===== src/rtl/fir_poly_pkg.sv =====
`default_nettype none
// ============================================================================
//  Module      : fir_poly_pkg
//  Description : Shared definitions for the polyphase decimating FIR:
//                default geometry, the capture-phase function used by both
//                the sequencer and the banks, and the sequencer state type.
//  Revision    : 1.0 - initial release
// ============================================================================
package fir_poly_pkg;

    localparam int M_DEFAULT           = 20;
    localparam int BANK_LEN_DEFAULT    = 6;
    localparam int DSP_LAT_DEFAULT     = 2;
    localparam int INPUT_WIDTH_DEFAULT = 12;

    // Phase on which the banks latch dsp_p: the last product enters the DSP
    // at phase BANK_LEN-1 and emerges DSP_LAT cycles later, one phase after.
    function automatic int capture_addr(input int bank_len, input int dsp_lat);
        return bank_len + dsp_lat;
    endfunction

    typedef enum logic [0:0] {
        ST_IDLE = 1'b0,
        ST_RUN  = 1'b1
    } seq_state_e;

endpackage
`default_nettype wire


===== src/rtl/fir_poly_seq_phase_counter.sv =====
`default_nettype none
// ============================================================================
//  Module      : fir_poly_seq_phase_counter
//  Description : Mod-M phase counter for the FIR sequencer. Resets to the
//                idle value M-1, loads 0 at a frame start, increments while
//                a frame runs and otherwise holds.
//  Ports       : clk, rst_n      - clock, async active-low reset
//                load_i          - force phase to 0 next cycle
//                inc_i           - advance phase by one (caller keeps < M-1)
//                phase_o         - registered phase
//  Revision    : 1.0 - initial release
// ============================================================================
module fir_poly_seq_phase_counter #(
    parameter int M      = 20,
    parameter int M_LOG2 = $clog2(M)
) (
    input  logic              clk,
    input  logic              rst_n,
    input  logic              load_i,
    input  logic              inc_i,
    output logic [M_LOG2-1:0] phase_o
);

    localparam logic [M_LOG2-1:0] IDLE_PHASE = M_LOG2'(M - 1);

    logic [M_LOG2-1:0] phase_q;
    logic [M_LOG2-1:0] phase_d;

    always_comb begin
        phase_d = phase_q;
        if (load_i) begin
            phase_d = '0;
        end else if (inc_i) begin
            phase_d = phase_q + M_LOG2'(1);
        end
    end

    always_ff @(posedge clk or negedge rst_n) begin
        if (!rst_n) begin
            phase_q <= IDLE_PHASE;
        end else begin
            phase_q <= phase_d;
        end
    end

    assign phase_o = phase_q;

endmodule
`default_nettype wire


===== src/rtl/fir_poly_seq.sv =====
`default_nettype none
// ============================================================================
//  Module      : fir_poly_seq
//  Description : Sequencer for the polyphase decimating FIR. Accepts samples
//                on a valid/ready handshake, broadcasts the registered sample
//                to the banks, drives the tap_addr/dsp_acc phase bus and
//                pulses dout_valid when the banks hold a fresh result.
//  Ports       : clk, rst_n               - clock, async active-low reset
//                en                       - run enable (frame boundaries only)
//                din, din_valid, din_ready - sample input handshake
//                dout_din                 - registered accepted sample
//                tap_addr, dsp_acc        - phase bus to the banks / DSPs
//                dout_valid               - one-cycle fresh-result pulse
//                overrun, overrun_clr     - sticky drop flag and its clear
//  Revision    : 1.0 - initial release
// ============================================================================
module fir_poly_seq
    import fir_poly_pkg::*;
#(
    parameter  int M            = M_DEFAULT,
    parameter  int BANK_LEN     = BANK_LEN_DEFAULT,
    parameter  int DSP_LAT      = DSP_LAT_DEFAULT,
    parameter  int INPUT_WIDTH  = INPUT_WIDTH_DEFAULT,
    localparam int M_LOG2       = $clog2(M),
    localparam int CAPTURE_ADDR = capture_addr(BANK_LEN, DSP_LAT)
) (
    input  logic                          clk,
    input  logic                          rst_n,
    input  logic                          en,
    input  logic signed [INPUT_WIDTH-1:0] din,
    input  logic                          din_valid,
    output logic                          din_ready,
    output logic signed [INPUT_WIDTH-1:0] dout_din,
    output logic        [M_LOG2-1:0]      tap_addr,
    output logic                          dsp_acc,
    output logic                          dout_valid,
    output logic                          overrun,
    input  logic                          overrun_clr
);

    // The capture phase must fall inside the frame, before the last phase,
    // otherwise the result would be overwritten by the next frame's shift.
    generate
        if (CAPTURE_ADDR >= M - 1) begin : g_bad_capture_addr
            $fatal(1, "fir_poly_seq: CAPTURE_ADDR (%0d) must be < M-1 (%0d)",
                   CAPTURE_ADDR, M - 1);
        end
    endgenerate

    localparam logic [M_LOG2-1:0] LAST_PHASE    = M_LOG2'(M - 1);
    localparam logic [M_LOG2-1:0] CAPTURE_PHASE = M_LOG2'(CAPTURE_ADDR);

    seq_state_e                    state_q;
    logic                          dsp_acc_q;
    logic                          dout_valid_q;
    logic                          overrun_q;
    logic signed [INPUT_WIDTH-1:0] dout_din_q;

    logic w_at_last;
    logic w_accept;
    logic w_inc;
    logic w_overrun_set;

    assign w_at_last = (tap_addr == LAST_PHASE);

    // Idle always parks at the last phase, so both cases open the same window.
    assign din_ready = en && ((state_q == ST_IDLE) || w_at_last);
    assign w_accept  = din_valid && din_ready;

    // Never wraps on its own: the only route from M-1 back to 0 is a load.
    assign w_inc = (state_q == ST_RUN) && !w_at_last;

    // A sample offered while disabled and idle is simply not for us.
    assign w_overrun_set = din_valid && !din_ready &&
                           !((state_q == ST_IDLE) && !en);

    fir_poly_seq_phase_counter #(
        .M      (M),
        .M_LOG2 (M_LOG2)
    ) u_phase_counter (
        .clk     (clk),
        .rst_n   (rst_n),
        .load_i  (w_accept),
        .inc_i   (w_inc),
        .phase_o (tap_addr)
    );

    always_ff @(posedge clk or negedge rst_n) begin
        if (!rst_n) begin
            state_q      <= ST_IDLE;
            dsp_acc_q    <= 1'b1;
            dout_valid_q <= 1'b0;
            overrun_q    <= 1'b0;
            dout_din_q   <= '0;
        end else begin
            if (state_q == ST_IDLE) begin
                if (w_accept) begin
                    state_q <= ST_RUN;
                end
            end else begin
                if (w_at_last && !w_accept) begin
                    state_q <= ST_IDLE;
                end
            end

            // Next phase is 0 exactly when a sample is accepted this cycle.
            dsp_acc_q    <= !w_accept;
            dout_valid_q <= (state_q == ST_RUN) && (tap_addr == CAPTURE_PHASE);

            if (w_accept) begin
                dout_din_q <= din;
            end

            if (w_overrun_set) begin
                overrun_q <= 1'b1;
            end else if (overrun_clr) begin
                overrun_q <= 1'b0;
            end
        end
    end

    assign dsp_acc    = dsp_acc_q;
    assign dout_valid = dout_valid_q;
    assign overrun    = overrun_q;
    assign dout_din   = dout_din_q;

endmodule
`default_nettype wire

===== config.mk =====
export PLATFORM = sky130hd
export DESIGN_NAME = fir_poly_seq
export DESIGN_NICKNAME = d
export VERILOG_FILES = /design/src/rtl/fir_poly_pkg.sv /design/src/rtl/fir_poly_seq_phase_counter.sv /design/src/rtl/fir_poly_seq.sv
export SDC_FILE = /design/constraint.sdc
export NUM_CORES = 1
export LEC_CHECK = 0
export CORE_MARGIN = 4
export CORE_UTILIZATION = 45
export DETAILED_ROUTE_END_ITERATION = 10
export PLACE_DENSITY = 0.82
export SLEW_MARGIN = 20
export SYNTH_ARGS = -nofsm -noshare
export SYNTH_HDL_FRONTEND = slang
export SYNTH_SLANG_ARGS = --single-unit

===== constraint.sdc =====
create_clock -name clk -period 5 [get_ports clk]
set_input_delay 1 -clock clk [delete_from_list [all_inputs] [get_ports clk]]
set_output_delay 1 -clock clk [all_outputs]
set_load 0.03 [all_outputs]

==> impl_metrics.yaml <==
die:
  initial_core_util: 0.485
  coreArea_um2: 2020
  row_count: 16
  die_h_um: 54.7
  fp.dieW_um: 54.7
  io_pins: 38
  dieArea_um2: 2990
power:
  switchingPower_mw: 0.391
  powerDensity_nw_per_um2: 678
  combinationalPowerShare: 0.564
  clkPwrFrac: 0.089
  intPower_mw: 0.549
  ir_drop_uv: 424
  p_seq_frac: 0.347
  switching_share: 0.416
  power_leakage_nw: 0.603
routing:
  first_iter_violations: 7
  viasPerCell: 4.87
  vias: 672
  routedWlPerCell_um: 14.2
  drc: 0
  wl_um: 1960
  drt_first_pass_iters: 4
  ant_nets: 0
critical_path:
  worstPathMaxFanout: 2
  worst-setup-path-type: "in2out"
  crit_chain: "clkdlybuf4s50_1, inv_1, a21oi_1, clkdlybuf4s50_1"
  cp-start-kind: "input port"
  crit_arrival_ns: 2.37
  cpMaxStageDelayCell: "clkdlybuf4s50_1"
  required_ns: 4.00
  max_stage_delay_ns: 0.69
  cpMostUsedCell: "clkdlybuf4s50_1"
  end_kind: "primary output"
  crit_family: "buffers and inverters"
  path_buf_inv: 3
sta:
  skew_ns: 0.00587
  hold_slack_ns: 0.517
  max_freq_mhz: 297
  worst_slack_ns: 1.63
  relSlewSlack: 0.399
  period_needed_ns: 3.37
  tns_ns: 0
  worst_pin_slew_ns: 0.898
  post-route-period-util: 0.673
  rsz0062_at_grt: "no"
  finalSetupViolCount: 0
  slew_violations: 0
  hold_viol: 0
cts:
  clk_latency_ns: 0.31
  post_cts_buffers: 0
  cts_hold_buf: 0
  clockBufferDepth: 2
  clkSinkCount: 21
  root_buffer: "clkbuf_4"
  clkTransAtPathRegs_ns: 0.12
  htreeDepth: 1
  cts_tree: "built"
  post_cts_resized: 0
  numCtsBuffers: 3
place:
  place_ws_ns: 1.63
  io_buffers: 37
  dpl.cell_count: 134
  place_congestion: 0.829
  dpl.hpwl_um: 1510
yosys:
  synthCells: 72
  synth_nets: 91
  synth_area_um2: 980
  ys_warn_count: 0
  synth_cell_type_count: 20
  yosys.area.top_type: "dfrtp_1"
  synth_top_area_share: 0.434
  ys_top_cells_by_area: "dfrtp_1, mux2_4, dfstp_2"
  post_synth.cell_area_avg_um2: 13.6
  synth-seq-cells: 21
  ys_seq_area_frac: 0.542
final_layout:
  antennaDiodeCount: 0
  area_delta_synth_final_pct: 41.5
  nets: 131
  fillers: 136
  fin_cells: 138
  drive_gt1_frac: 0.207
global_route:
  antenna_found_initial: 0
  overflow: 0
  grt_max_degree: 22
  gr-usage-all-layers: 0.155
  grt_pass1_wl_um: 3270
  grt_pass1_vias: 705
outcome:
  status: "complete, no violations"
job:
  drv_cap: 0
min_path:
  hp-class: "reg2reg"
[placed cells by master, fill, tap and decap left out, types with 2 or more instances in the layout]
cell type and count:
clkbuf_4 3, ha_1 2, inv_1 6, clkdlybuf4s50_1 37, dfstp_2 4, mux2_4 9, nand3_1 3, nand2_1 10
mux2_2 4, o211ai_1 3, o21ai_0 2, mux2i_1 3, dfrtp_1 17
[power by group through the flow]
stage	clock network (mW)	logic (mW)	registers, mW
floorplan	0	0.206	0.460
global placement	0	0.525	0.325
detailed placement	0	0.535	0.330
CTS	0.0884	0.538	0.327
global route	0.0941	0.569	0.342
finish	0.0840	0.530	0.326
[synth_stat cells, drive strengths merged]
cell     number
ha            2
o21ai         2
nor4b         1
inv           6
a21o          1
mux2         13
a21oi         2
dfrtp        17
dfstp         4
nand2        10
nand3         3
nand4bb       1
o211ai        3
xor2          1
or2b          1
buf           2
mux2i         3
[final timing paths]
kind	start	end	cells after the start	slack, ns
worst max-delay path	en	din_ready	4	1.63
worst min-delay path	u_phase_counter.phase_o[1]	u_phase_counter.phase_o[1]	2	0.52
worst max register to register	u_phase_counter.phase_o[0]	dout_din[2]	4	2.91
worst min register to register	u_phase_counter.phase_o[1]	u_phase_counter.phase_o[1]	2	0.52
max in group asynchronous	rst_n	dout_din[5]	1	3.27
min in group asynchronous	rst_n	u_phase_counter.phase_o[2]	1	1.18
[per-layer routing]
metal / part of all wire / vias up / GRT usage / routed length (um)
met5: 0 / - / 0 / 0
met4: 0.018 / 0 / 0.0747 / 36
met3: 0.035 / 4 / 0.00817 / 69
met2: 0.52 / 15 / 0.268 / 1030
met1: 0.42 / 330 / 0.195 / 831
li1: - / 323 / - / -
[sequential cells by signal (all words and copies together), names as in the netlist]
name / flops
state_q: 1
overrun: 1
dsp_acc: 1
dout_din: 12
u_phase_counter.phase_o: 5
dout_valid: 1
[layout make-up]
type,instances,area [um2],area share
Clock buffer,3,22.5,0.0162
Inverter,6,22.5,0.0162
Multi-Input combinational cell,43,402,0.290
Tap cell,27,33.8,0.0244
Sequential cell,21,531,0.383
Timing Repair Buffer,37,370,0.267
Clock inverter,1,5.00,0.00361
[worst register-to-register path, cell delays in order, from the launching register on]
cell,delay [ns]
dfstp_2,0.60
ha_1,0.30
nand4bb_4,0.18
a21oi_4,0.50
mux2_2,0.40
[cell families after synthesis]
| family | Yosys count | share of synthesized area |
|---|---|---|
| xor gates and xnor gates | 1 | 0.00894 |
| AOI/OAI and AO/OA | 8 | 0.0626 |
| buffers and inverters | 8 | 0.0485 |
| muxes | 16 | 0.215 |
| adders and majority gates | 2 | 0.0255 |
| and+or+nand+nor | 16 | 0.0983 |
| DFF | 21 | 0.542 |
[through the flow]
stage	utilization	instance area [um2]	power, mW
2_1_floorplan	-	980	0.666
3_3_place_gp	0.672	1360	0.850
3_5_place_dp	0.672	1360	0.865
4_1_cts	0.686	1390	0.953
5_1_grt	0.686	1390	1.00
6_report	0.686	1390	0.940
(Power assumes the default switching activity.)
